<file path="src/rtl/vector_stream_checker_sat_counter.sv">
// Saturating up-counter with synchronous clear; holds at all-ones instead of wrapping.
module sat_counter #(
  parameter int W = 32
) (
  input  logic         clk,
  input  logic         rst,
  input  logic         clr_i,
  input  logic         inc_i,
  output logic [W-1:0] cnt_o
);

  logic [W-1:0] cnt_q, cnt_d;

  always_comb begin
    cnt_d = cnt_q;
    if (clr_i)
      cnt_d = '0;
    else if (inc_i && (cnt_q != '1))
      cnt_d = cnt_q + 1'b1;
  end

  // NOTE: state registers use non-blocking assignments so every flop samples pre-edge values.
  always_ff @(posedge clk or posedge rst) begin
    if (rst) cnt_q <= '0;
    else     cnt_q <= cnt_d;
  end

  assign cnt_o = cnt_q;

endmodule

</file>
<file path="config.mk">
export PLATFORM = sky130hd
export DESIGN_NAME = sat_counter
export DESIGN_NICKNAME = d
export VERILOG_FILES = /design/src/rtl/vector_stream_checker_sat_counter.sv
export SDC_FILE = /design/constraint.sdc
export NUM_CORES = 1
export LEC_CHECK = 0
export BUFFER_PORTS_ARGS = -buffer_cell sky130_fd_sc_hd__buf_4
export CORE_UTILIZATION = 53
export CTS_BUF_LIST = sky130_fd_sc_hd__clkbuf_4
export DETAILED_ROUTE_END_ITERATION = 6
export PLACE_DENSITY = 0.78
export SLEW_MARGIN = 15
export SYNTH_ARGS = -nofsm -noshare
export SYNTH_HDL_FRONTEND = slang
export SYNTH_SLANG_ARGS = --single-unit
</file>
<file path="constraint.sdc">
create_clock -name clk -period 2.55 [get_ports clk]
set_clock_uncertainty 0.15 [all_clocks]
set_input_delay 0.255 -clock clk [delete_from_list [all_inputs] [get_ports clk]]
set_output_delay 0.255 -clock clk [all_outputs]
set_load 0.01 [all_outputs]
</file>
==> results.sh <==
export IMPL_status="completed"
export IMPL_route_final_wire_length_um=4300
export IMPL_timing_max_transition_violations_final=0
export IMPL_start_kind="register"
export IMPL_worstHoldPathType="in -> reg"
export IMPL_drc_errors=0
export IMPL_die_w_um=59.3
export IMPL_die_area_um2=3520
export IMPL_min_period_ps=2490
export IMPL_via_per_inst=6.16
export IMPL_synth_top_cell_area_share_pct=46.0
export IMPL_final_setup_viol_count=0
export IMPL_detail_route_wl_per_cell_um=15.4
export IMPL_maximum_number_of_pins_on_one_net_before_global_route_repair=33
export IMPL_clk_root_buffer_cell="sky130_fd_sc_hd__clkbuf_4"
export IMPL_largest_reg_flops=32
export IMPL_timing_critical_path_to="cnt_o[30]"
export IMPL_slew_limit_headroom_pct=64.5
export IMPL_r2r_end="cnt_o[30]"
export IMPL_synthDistinctLibCells=33
export IMPL_placement_io_buffers=35
export IMPL_dr_pass1_iters=4
export IMPL_area_growth_syn_to_layout_pct=26.2
export IMPL_synth_area_top_cells="sky130_fd_sc_hd__dfrtp_1 (46%), sky130_fd_sc_hd__a21oi_1 (7.8%), sky130_fd_sc_hd__o31ai_1 (6.5%)"
export IMPL_fin_nets=241
export IMPL_tritoncts_num_sinks=32
export IMPL_dpl_hpwl_um=2810
export IMPL_fill_cells=252
export IMPL_fin_tns_setup_ps=0
export IMPL_clock_pin_slew_worst_setup_and_hold_paths_ps=100
export IMPL_chipHeight_um=59.3
export IMPL_synthTopCellsByCount="sky130_fd_sc_hd__dfrtp_1 (32), sky130_fd_sc_hd__a21oi_1 (27), sky130_fd_sc_hd__o31ai_1 (15), sky130_fd_sc_hd__or4_1 (14)"
export IMPL_syn_instance_count=186
export IMPL_powerDensity_nw_per_um2=383
export IMPL_async_flop_share_pct=100
export IMPL_cts_buffer_depth=2
export IMPL_grt_ovfl_total=0
export IMPL_p_leak_nw=0.916
export IMPL_synth_sequential_area_ratio_pct=46.0
export IMPL_starting_density_pct=56.5
export IMPL_synth_enable_flop_cells=0
export IMPL_antenna_found_initial=0
export IMPL_crit_fanout=8
export IMPL_cts_tree="yes"
export IMPL_vias=1724
export IMPL_post_synth_top_count_cell="sky130_fd_sc_hd__dfrtp_1"
export IMPL_worst_endpoint_arrival_ps=2610
export IMPL_max_slew_worst_pin_slew_ps=528
export IMPL_drv_max_cap_violation_count=0
export IMPL_final_hold_worst_slack_ps=141
export IMPL_reg2reg_setup_slack_ps=60
export IMPL_syn_mean_instance_area_um2=9.36
export IMPL_most_used_flip_flop_cell_after_synthesis="sky130_fd_sc_hd__dfrtp_1"
export IMPL_post_synth_instance_area_um2=1740
export IMPL_timing_reg2reg_worst_path_depth=6
export IMPL_synth_fp_nets=191
export IMPL_top_level_ports=36
export IMPL_cts_htree_levels=2
export IMPL_post_layout_total_power_w=0.000842
export IMPL_worst_setup_path_startpoint="cnt_o[0]"
export IMPL_synth_top_area_cell="sky130_fd_sc_hd__dfrtp_1"
export IMPL_first_pass_grt_wire_length_um=6790
export IMPL_post_dp_cell_area_um2=2100
export IMPL_hold_violations=0
export IMPL_placementRows=20
export IMPL_grt_pass1_vias=1578
export IMPL_area_of_all_placed_cells_without_fillers_um2=2200
export IMPL_dp_slack_ps=112
export IMPL_core_area_um2=3080
export IMPL_drt_iter0_markers=131
export IMPL_clk_latency_ps=340
export IMPL_required_ps=2680
export IMPL_maxClockFrequency_mhz=402
export IMPL_timing_setup_critical_path_class="reg -> reg"
export IMPL_peak_ir_drop_on_the_vdd_network_v=0.000311
export IMPL_antenna_left=0
export IMPL_flop_and_latch_count_out_of_synthesis=32
export IMPL_numCtsBuffers=5
export IMPL_timing_critical_path_to_type="register"
export IMPL_post_route_worst_setup_slack_ps=63.4
export IMPL_insertedDiodeCount=0
export IMPL_fraction_of_the_cycle_the_final_worst_path_needs_pct=97.5
export IMPL_worstReg2RegStart="cnt_o[0]"
export IMPL_routabilityCongestion=0.897
export IMPL_ys_warn_count=0
export IMPL_post_route_cells_drive_above_1_share_pct=28.0
export IMPL_global_route_usage_total_pct=25.6
[cells by family after synthesis]
kind of cell	count (synthesis)	share of synthesized area [%]
simple gates	74	25.9
compound gates	61	21.8
flops	32	46.0
buf+inv	14	3.52
xor+xnor	3	1.51
mux	1	0.575
fa+ha+maj	1	0.719
[cells in the final DEF (no fill, tap or decap), types with 2 or more instances in the layout]
cell type	synthesis	final
sky130_fd_sc_hd__buf_4	0	47
sky130_fd_sc_hd__dfrtp_1	32	30
sky130_fd_sc_hd__a21oi_1	27	26
sky130_fd_sc_hd__o31ai_1	15	15
sky130_fd_sc_hd__or4_1	14	13
sky130_fd_sc_hd__o21ai_0	12	12
sky130_fd_sc_hd__or3_1	12	12
sky130_fd_sc_hd__nand3_1	10	10
sky130_fd_sc_hd__nand2_1	11	10
sky130_fd_sc_hd__inv_1	8	8
sky130_fd_sc_hd__nand4_1	6	6
sky130_fd_sc_hd__nor2_1	6	6
sky130_fd_sc_hd__clkbuf_4	0	6
sky130_fd_sc_hd__and4_1	4	4
sky130_fd_sc_hd__and3_1	3	3
sky130_fd_sc_hd__nor4_1	3	3
sky130_fd_sc_hd__or4_4	1	2
sky130_fd_sc_hd__xnor2_1	2	2
sky130_fd_sc_hd__dfrtp_2	0	2
[per-layer routing]
layer	routed length (um)	vias up	global-route usage, %
li1	-	827	-
met1	1810	850	30.4
met2	2240	39	44.3
met3	192	8	6.99
met4	56	0	8.84
met5	0	-	0
[power by group]
group	switching [W]	leakage (nW)	internal [W]	total [W]
logic	0.0000300	0.442	0.0000174	0.0000474
clock network	0.000169	0.0315	0.000112	0.000281
registers	0.00000427	0.442	0.000510	0.000515
total	0.000203	0.916	0.000640	0.000842
[critical path, cell delays in order (launching register included)]
cell	delay [ps]
sky130_fd_sc_hd__dfrtp_1	420
sky130_fd_sc_hd__ha_2	230
sky130_fd_sc_hd__nand2_2	80
sky130_fd_sc_hd__or4_4	470
sky130_fd_sc_hd__or3_4	450
sky130_fd_sc_hd__or4_1	490
sky130_fd_sc_hd__a21oi_1	150
[how the worst min path moves through the flow]
| stage | startpoint | end | slack (ps) | cells after the start |
|---|---|---|---|---|
| final | clr_i | cnt_o[26] | 140 | 2 |
| after global routing | clr_i | cnt_o[26] | 170 | 2 |
| after CTS | clr_i | cnt_o[17] | 160 | 2 |
| after detailed placement | rst | cnt_o[29] | 230 | 3 |
| after global placement | rst | cnt_o[7] | 210 | 3 |
| after floorplan | rst | cnt_o[0] | 220 | 1 |
[timing repair]
item / in CTS / in global routing
gates resized for setup: 0 / 6
setup endpoints to repair: 0 / 2
hold buffers: 1 / 0
endpoints found under the hold margin: 32 / 0
setup buffers: 0 / 3
[through the flow]
step	utilization [%]	std cells
6_report	71.4	280
5_1_grt	71.4	280
4_1_cts	70.2	277
3_5_place_dp	68.3	269
3_3_place_gp	68.3	269
2_1_floorplan	-	186
[cell type report]
class | count | area [um^2] | area share, %
clock buffer | 6 | 45.0 | 2.05
clock inverter | 1 | 5.00 | 0.228
inverter | 8 | 30.0 | 1.37
multi-input combinational | 140 | 891 | 40.5
sequential | 32 | 803 | 36.6
tap | 44 | 55.1 | 2.51
timing repair buffer | 49 | 368 | 16.7
Note: power is estimated with default switching activity, not from simulation.
